[config.mk]
export PLATFORM = sky130hd
export DESIGN_NAME = gf_mult_serial
export DESIGN_NICKNAME = d
export VERILOG_FILES = /design/src/rtl/gf_mult_serial.sv
export SDC_FILE = /design/constraint.sdc
export NUM_CORES = 1
export LEC_CHECK = 0
export ABC_CLOCK_PERIOD_IN_PS = 1300
export CAP_MARGIN = 10
export CORE_MARGIN = 2
export CORE_UTILIZATION = 36
export DETAILED_ROUTE_END_ITERATION = 6
export GPL_TIMING_DRIVEN = 1
export SETUP_SLACK_MARGIN = 0.15
export SYNTH_ARGS = -nofsm -noshare
export SYNTH_HDL_FRONTEND = slang
export SYNTH_SLANG_ARGS = --single-unit
[constraint.sdc]
create_clock -name i_clock -period 1.3 [get_ports i_clock]
set_input_delay 0.39 -clock i_clock [delete_from_list [all_inputs] [get_ports i_clock]]
set_output_delay 0.39 -clock i_clock [all_outputs]
set_load 0.05 [all_outputs]
[src/rtl/gf_mult_serial.sv]
// Digit-serial GF(2^NB_BYTE) multiplier: product = a * b mod (x^NB_BYTE + M_X).
// Consumes NB_DIGIT bits of b per clock, MSB first, via unrolled Horner steps.
//
// state | meaning
// IDLE  | waiting for operands, o_ready high
// CALC  | Horner accumulation in progress, o_busy high
module gf_mult_serial #(
  parameter int                 NB_BYTE  = 8,
  parameter logic [NB_BYTE-1:0] M_X      = 8'h1b,
  parameter int                 NB_DIGIT = 1
) (
  input  logic               i_clock,
  input  logic               i_reset_n,
  input  logic               i_clear,
  input  logic               i_valid,
  input  logic [NB_BYTE-1:0] i_a,
  input  logic [NB_BYTE-1:0] i_b,
  output logic               o_ready,
  output logic               o_valid,
  output logic [NB_BYTE-1:0] o_product,
  output logic               o_busy
);

  localparam int SAFE_DIGIT = (NB_DIGIT < 1) ? 1 : NB_DIGIT;
  localparam bit BAD_CONF   = (NB_DIGIT < 1) || ((NB_BYTE % SAFE_DIGIT) != 0);
  // Unsupported configurations collapse to a single step rather than failing elaboration.
  localparam int N_STEPS    = BAD_CONF ? 1 : NB_BYTE / SAFE_DIGIT;
  localparam int CW         = (N_STEPS > 1) ? $clog2(N_STEPS) : 1;
  localparam logic [CW-1:0] LAST = CW'(N_STEPS - 1);

  typedef enum logic {IDLE, CALC} state_t;

  state_t             state_q, state_d;
  logic [NB_BYTE-1:0] a_q, b_q, acc_q;
  logic [NB_BYTE-1:0] acc_d, b_d;
  logic [CW-1:0]      cnt_q;
  logic [NB_BYTE-1:0] product_q;
  logic               valid_q;
  logic               accept, last_step;

  function automatic logic [NB_BYTE-1:0] xtime(input logic [NB_BYTE-1:0] v);
    return {v[NB_BYTE-2:0], 1'b0} ^ (v[NB_BYTE-1] ? M_X : '0);
  endfunction

  assign accept    = (state_q == IDLE) && i_valid && !i_clear;
  assign last_step = (state_q == CALC) && (cnt_q == LAST);

  always_ff @(posedge i_clock or negedge i_reset_n) begin
    if (!i_reset_n) state_q <= IDLE;
    else            state_q <= state_d;
  end

  always_comb begin
    state_d = state_q;
    case (state_q)
      IDLE:    if (accept) state_d = CALC;
      CALC:    if (i_clear || last_step) state_d = IDLE;
      default: state_d = IDLE;
    endcase
  end

  always_comb begin
    o_ready = (state_q == IDLE);
    o_busy  = (state_q == CALC);
  end

  always_comb begin
    acc_d = acc_q;
    b_d   = b_q;
    for (int i = 0; i < NB_DIGIT; i++) begin
      acc_d = xtime(acc_d) ^ (b_d[NB_BYTE-1] ? a_q : '0);
      b_d   = {b_d[NB_BYTE-2:0], 1'b0};
    end
  end

  always_ff @(posedge i_clock or negedge i_reset_n) begin
    if (!i_reset_n) begin
      a_q       <= '0;
      b_q       <= '0;
      acc_q     <= '0;
      cnt_q     <= '0;
      product_q <= '0;
      valid_q   <= 1'b0;
    end else begin
      valid_q <= 1'b0;
      if (accept) begin
        a_q   <= i_a;
        b_q   <= i_b;
        acc_q <= '0;
        cnt_q <= '0;
      end else if (state_q == CALC && !i_clear) begin
        acc_q <= acc_d;
        b_q   <= b_d;
        cnt_q <= cnt_q + CW'(1);
        // An abort on the completion edge discards the result entirely.
        if (last_step) begin
          product_q <= acc_d;
          valid_q   <= 1'b1;
        end
      end
    end
  end

  assign o_valid   = valid_q;
  assign o_product = product_q;

endmodule

## Yosys cells after proc, flatten, opt, wreduce, memory -nomap -nowiden

Cells that the tools add are included.
Widths: inputs -> output; s select.

| word-level totals | value |
|---|---|
| bits in registers | 37 |
| logic and storage cells | 35 |

| cells by class | value |
|---|---|
| add/sub/neg operators | 1 |
| eq/ne operators | 1 |
| bitwise operators | 4 |
| muxes and demuxes | 14 |
| reductions and logical operators | 8 |

Operators with widths:

| kind | number |
|---|---|
| $mux 8 | 5 |
| $xor 8x5->8 | 1 |
| $xor 8x8->8 | 1 |
| $mux 3 | 2 |
| $mux 1 | 5 |
| $mux 5 | 1 |
| $logic_and 1x1->1 | 4 |
| $add 3x1->3 const B | 1 |
| $eq 3x3->1 const B | 1 |
| $reduce_and 3->1 | 1 |
| $not 1->1 | 2 |
| $pmux 1 s2 | 1 |
| $reduce_bool 2->1 | 1 |
| $logic_not 1->1 | 1 |
| $logic_or 1x1->1 | 1 |

## Depth between registers and ports, before layout

| depth | value |
|---|---|
| depth in word-level cells | 5 |
| depth in mapped cells | 6 |

## Least setup slack after synthesis

No wires, ideal clock.

| path | value |
|---|---|
| path type | flip-flop to flip-flop |
| from | reg state_q, in the netlist o_busy |
| to | reg b_q[7] |
| stages on the path, launching flop included | 4 |
| slack | -519 ps |
| data arrival time | 1692 ps |
| clock period less this slack | 1819 ps |
| required time | 1173 ps |
| cells stage by stage | dfrtp_1 -> clkinv_1 -> o22ai_1 -> a21oi_1 |

| between the ends | value |
|---|---|
| cells in the longest elaborated chain, start to end | 4 |

Ends and longest elaborated chain:

| what | line | text |
|---|---|---|
| start: declaration | 33 | `state_t state_q, state_d;` |
| start signal: assignment | 50 | `else state_q <= state_d;` |
| $not 1->1 * | -- |  |
| via o_ready | 18 | `output logic o_ready,` |
| $logic_and 1x1->1 * (2 in a row) | 45 | `assign accept = (state_q == IDLE) && i_valid && !i_clear;` |
| $mux 8 or $reduce_bool 2->1 (tied branches) | -- |  |
| end signal: assignment | 88 | `b_q <= i_b;` |
| end: declaration | 34 | `logic [NB_BYTE-1:0] a_q, b_q, acc_q;` |

The timed path passes the listed nets; every way through them passes the cells marked *.
A chain may end at the register's enable or synchronous reset.

## Worst setup path in the final report

| path | value |
|---|---|
| from | reg state_q, in the netlist o_busy |
| to | out o_ready |

| between the ends | value |
|---|---|
| cells in the longest elaborated chain, start to end | 1 |

Ends and longest elaborated chain:

| what | line |
|---|---|
| $not 1->1 | -- |
| end: declaration | 18 |

Every way passes these cells.

==> results.toml <==
[setup_path]
reg2reg_from = "o_busy"
critPathKind = "register to output pin"
start_kind = "register"
cp.required_ps = 910
worstPathArrival_ps = 1020
crit_path_end_kind = "output pin"
cp_max_fo = 3
crit_start = "o_busy"

[drt]
drtIter0Drc = 44
wire_per_inst_um = 15.1
ant_nets = 0
wl_met1_um = 1690
topRoutingLayerUsed = "met4"
dr.pass1.iters = 4
routed-wl-met2_um = 1900
routed_wirelength_um = 3810
viasPerCell = 5.04
met3_length_um = 146
drc = 0
dr_total_vias = 1269

[yosys]
mappedNetlistArea_mm2 = 0.00156
ys_seq_area_share_pct = 59.4
avgSynthCellArea_um2 = 11.1
synth_warnings = 0
synth_cell_types = 20
synth_seq_cells = 37
syn_nets = 163
synthCells = 141

[clock_network]
clockBufferDepth = 2
clock_sinks = 37
cts_buffers = 5
htreeDepth = 2
cts_root_buf = "clkbuf_8"
ctsHoldBuffers = 0
clk_pin_slew_ps = 70
worstSkewPairLatency_ps = 280
cts_tree = "done"

[pwr]
seq_power_share_pct = 47.3
power_density_mw_per_mm2 = 1240
swShare_pct = 29.8
p_comb_share_pct = 28.0
power.internal_mw = 2.24
power.leakage_nw = 1.15
worst_ir_drop_vdd_v = 0.000714
power_switching_uw = 953
p_clk_share_pct = 24.7

[timing]
skew_ps = 4.09
fin_crit_ps = 1410
fin_ws_ps = -110
setup_viol = 18
rsz0062_at_grt = "yes"
max_freq_ghz = 0.709
fin_tns_setup_ps = -861
maxSlewViolCount = 0
relSlewSlack_pct = 79.8
worst_slew_pin_slew_ps = 303
final-hold-violation-count = 0
fin_crit_sh_pct = 108

[die]
dieWidth_um = 69.8
initial_core_util_pct = 38.2
dieHeight_um = 69.8
core-area_mm2 = 0.00409
row_count = 23
pin_count = 31
die-area_mm2 = 0.00487

[finish]
finalNonFillerCells = 252
area_growth_pct = 65.0
fin_area_mm2 = 0.00257
n_fill_cell = 322
drive_gt1_share_pct = 42.6
utilization_pct = 63.0
nNetsFinal = 224
n_antenna_cell = 0

[placed_design]
dp_cells = 226
placed_area_mm2 = 0.00214
dp_slack_ps = -457
hpwl_um = 2440
gp_congestion = 0.808
numPortBuffers = 30

[global_route]
antenna_found_initial = 0
grt-ovfl-total = 0
first_global_vias = 1259
grt_pass1_wl_um = 6000
grt_usage_pct = 15.6
grt_max_degree = 38

[run_status]
status = "complete, but fails checks"
violations = "setup timing"

[min_path]
hold_path.class = "input port to async pin"

[run]
drv_cap = 0
[flip-flops by register name, indices dropped and copies added, names as in the netlist]
signal,cells
b_q,8
o_product,8
acc_q,8
o_busy,1
o_valid,1
cnt_q,3
a_q,8
[critical path, stage by stage, from the launching register on]
cell	delay, ps
dfrtp_2	420
buf_6	140
clkinv_4	50
buf_12	120
[cells by family after synthesis]
| logic type | Yosys count | share of synthesized area, % |
|---|---|---|
| mux | 8 | 5.78 |
| fa+ha+maj | 2 | 1.60 |
| simple gates | 32 | 9.07 |
| buf+inv | 9 | 2.57 |
| xor+xnor | 11 | 6.18 |
| compound gates | 42 | 15.4 |
| flops | 37 | 59.4 |
[power groups by stage]
stage / registers, mW / clock network (mW) / logic (mW)
final: 1.51 / 0.789 / 0.895
after global routing: 1.54 / 0.868 / 0.973
after CTS: 1.51 / 0.813 / 0.852
after detailed placement: 1.53 / 0 / 0.731
after global placement: 1.52 / 0 / 0.705
after floorplan: 1.50 / 0 / 0.471
[worst paths after layout]
kind                                  to  slack (ps)  depth (start not counted)
max in group asynchronous         o_busy         620                          2
min in group i_clock            acc_q[0]         500                          2
worst max register to register    a_q[6]         -80                          4
worst max-delay path             o_ready        -110                          3
worst min-delay path              b_q[4]         490                          2
worst min register to register  acc_q[0]         500                          2
[synth_stat cells]
cell      number  area, um2
nor2b_1        1       6.26
nand3b_1       1       7.51
nand2_1       25       93.8
a22o_1         3       26.3
dfrtp_1       37        926
o22ai_1       13       81.3
nand2b_1       3       18.8
a21oi_1        8       40.0
inv_1          2       7.51
o21bai_1       1       7.51
xnor2_1        6       52.6
nor2_4         1       11.3
clkbuf_1       1       3.75
ha_1           2       25.0
xor2_1         5       43.8
clkinv_1       1       3.75
buf_2          5       25.0
mux2_2         8       90.1
o21ai_0       17       85.1
nor2_1         1       3.75
[timing repair]
action                                  in CTS  in global routing
pin swaps                                   13                  7
buffers inserted                             8                  7
resized for setup                           47                 11
endpoints found under the setup margin      48                 48
cloned                                       2                  2
[cell type report]
class	instances	area (um2)	share of cell area (%)
tap	50	62.6	2.43
clock buffer	7	86.3	3.36
multi-input combinational	96	756	29.4
sequential	37	931	36.2
inverter	3	18.8	0.730
timing repair buffer	59	718	27.9
[layer usage]
layer  vias to the layer above  GRT usage [%]
met3                         8           3.49
li1                        615              -
met4                         0           8.33
met5                         -              0
met1                       615           20.9
met2                        31           23.5
[metrics by stage]
step,hold slack [ps],total power [mW]
6_report,485,3.20
5_1_grt,507,3.38
4_1_cts,490,3.18
3_5_place_dp,492,2.26
3_3_place_gp,482,2.22
2_1_floorplan,94.4,1.97
[placed cells by master (no fill, tap or decap), drive strengths merged]
master	count
a21oi	8
a22o	3
buf	38
clkbuf	9
clkdlybuf4s15	1
clkdlybuf4s50	17
clkinv	1
dfrtp	37
dlygate4sd2	1
ha	2
inv	2
mux2	8
nand2	25
nand2b	3
nand3b	1
nor2	3
nor2b	1
o21ai	17
o21bai	1
o22ai	13
xnor2	6
xor2	5
(Power assumes the default switching activity.)
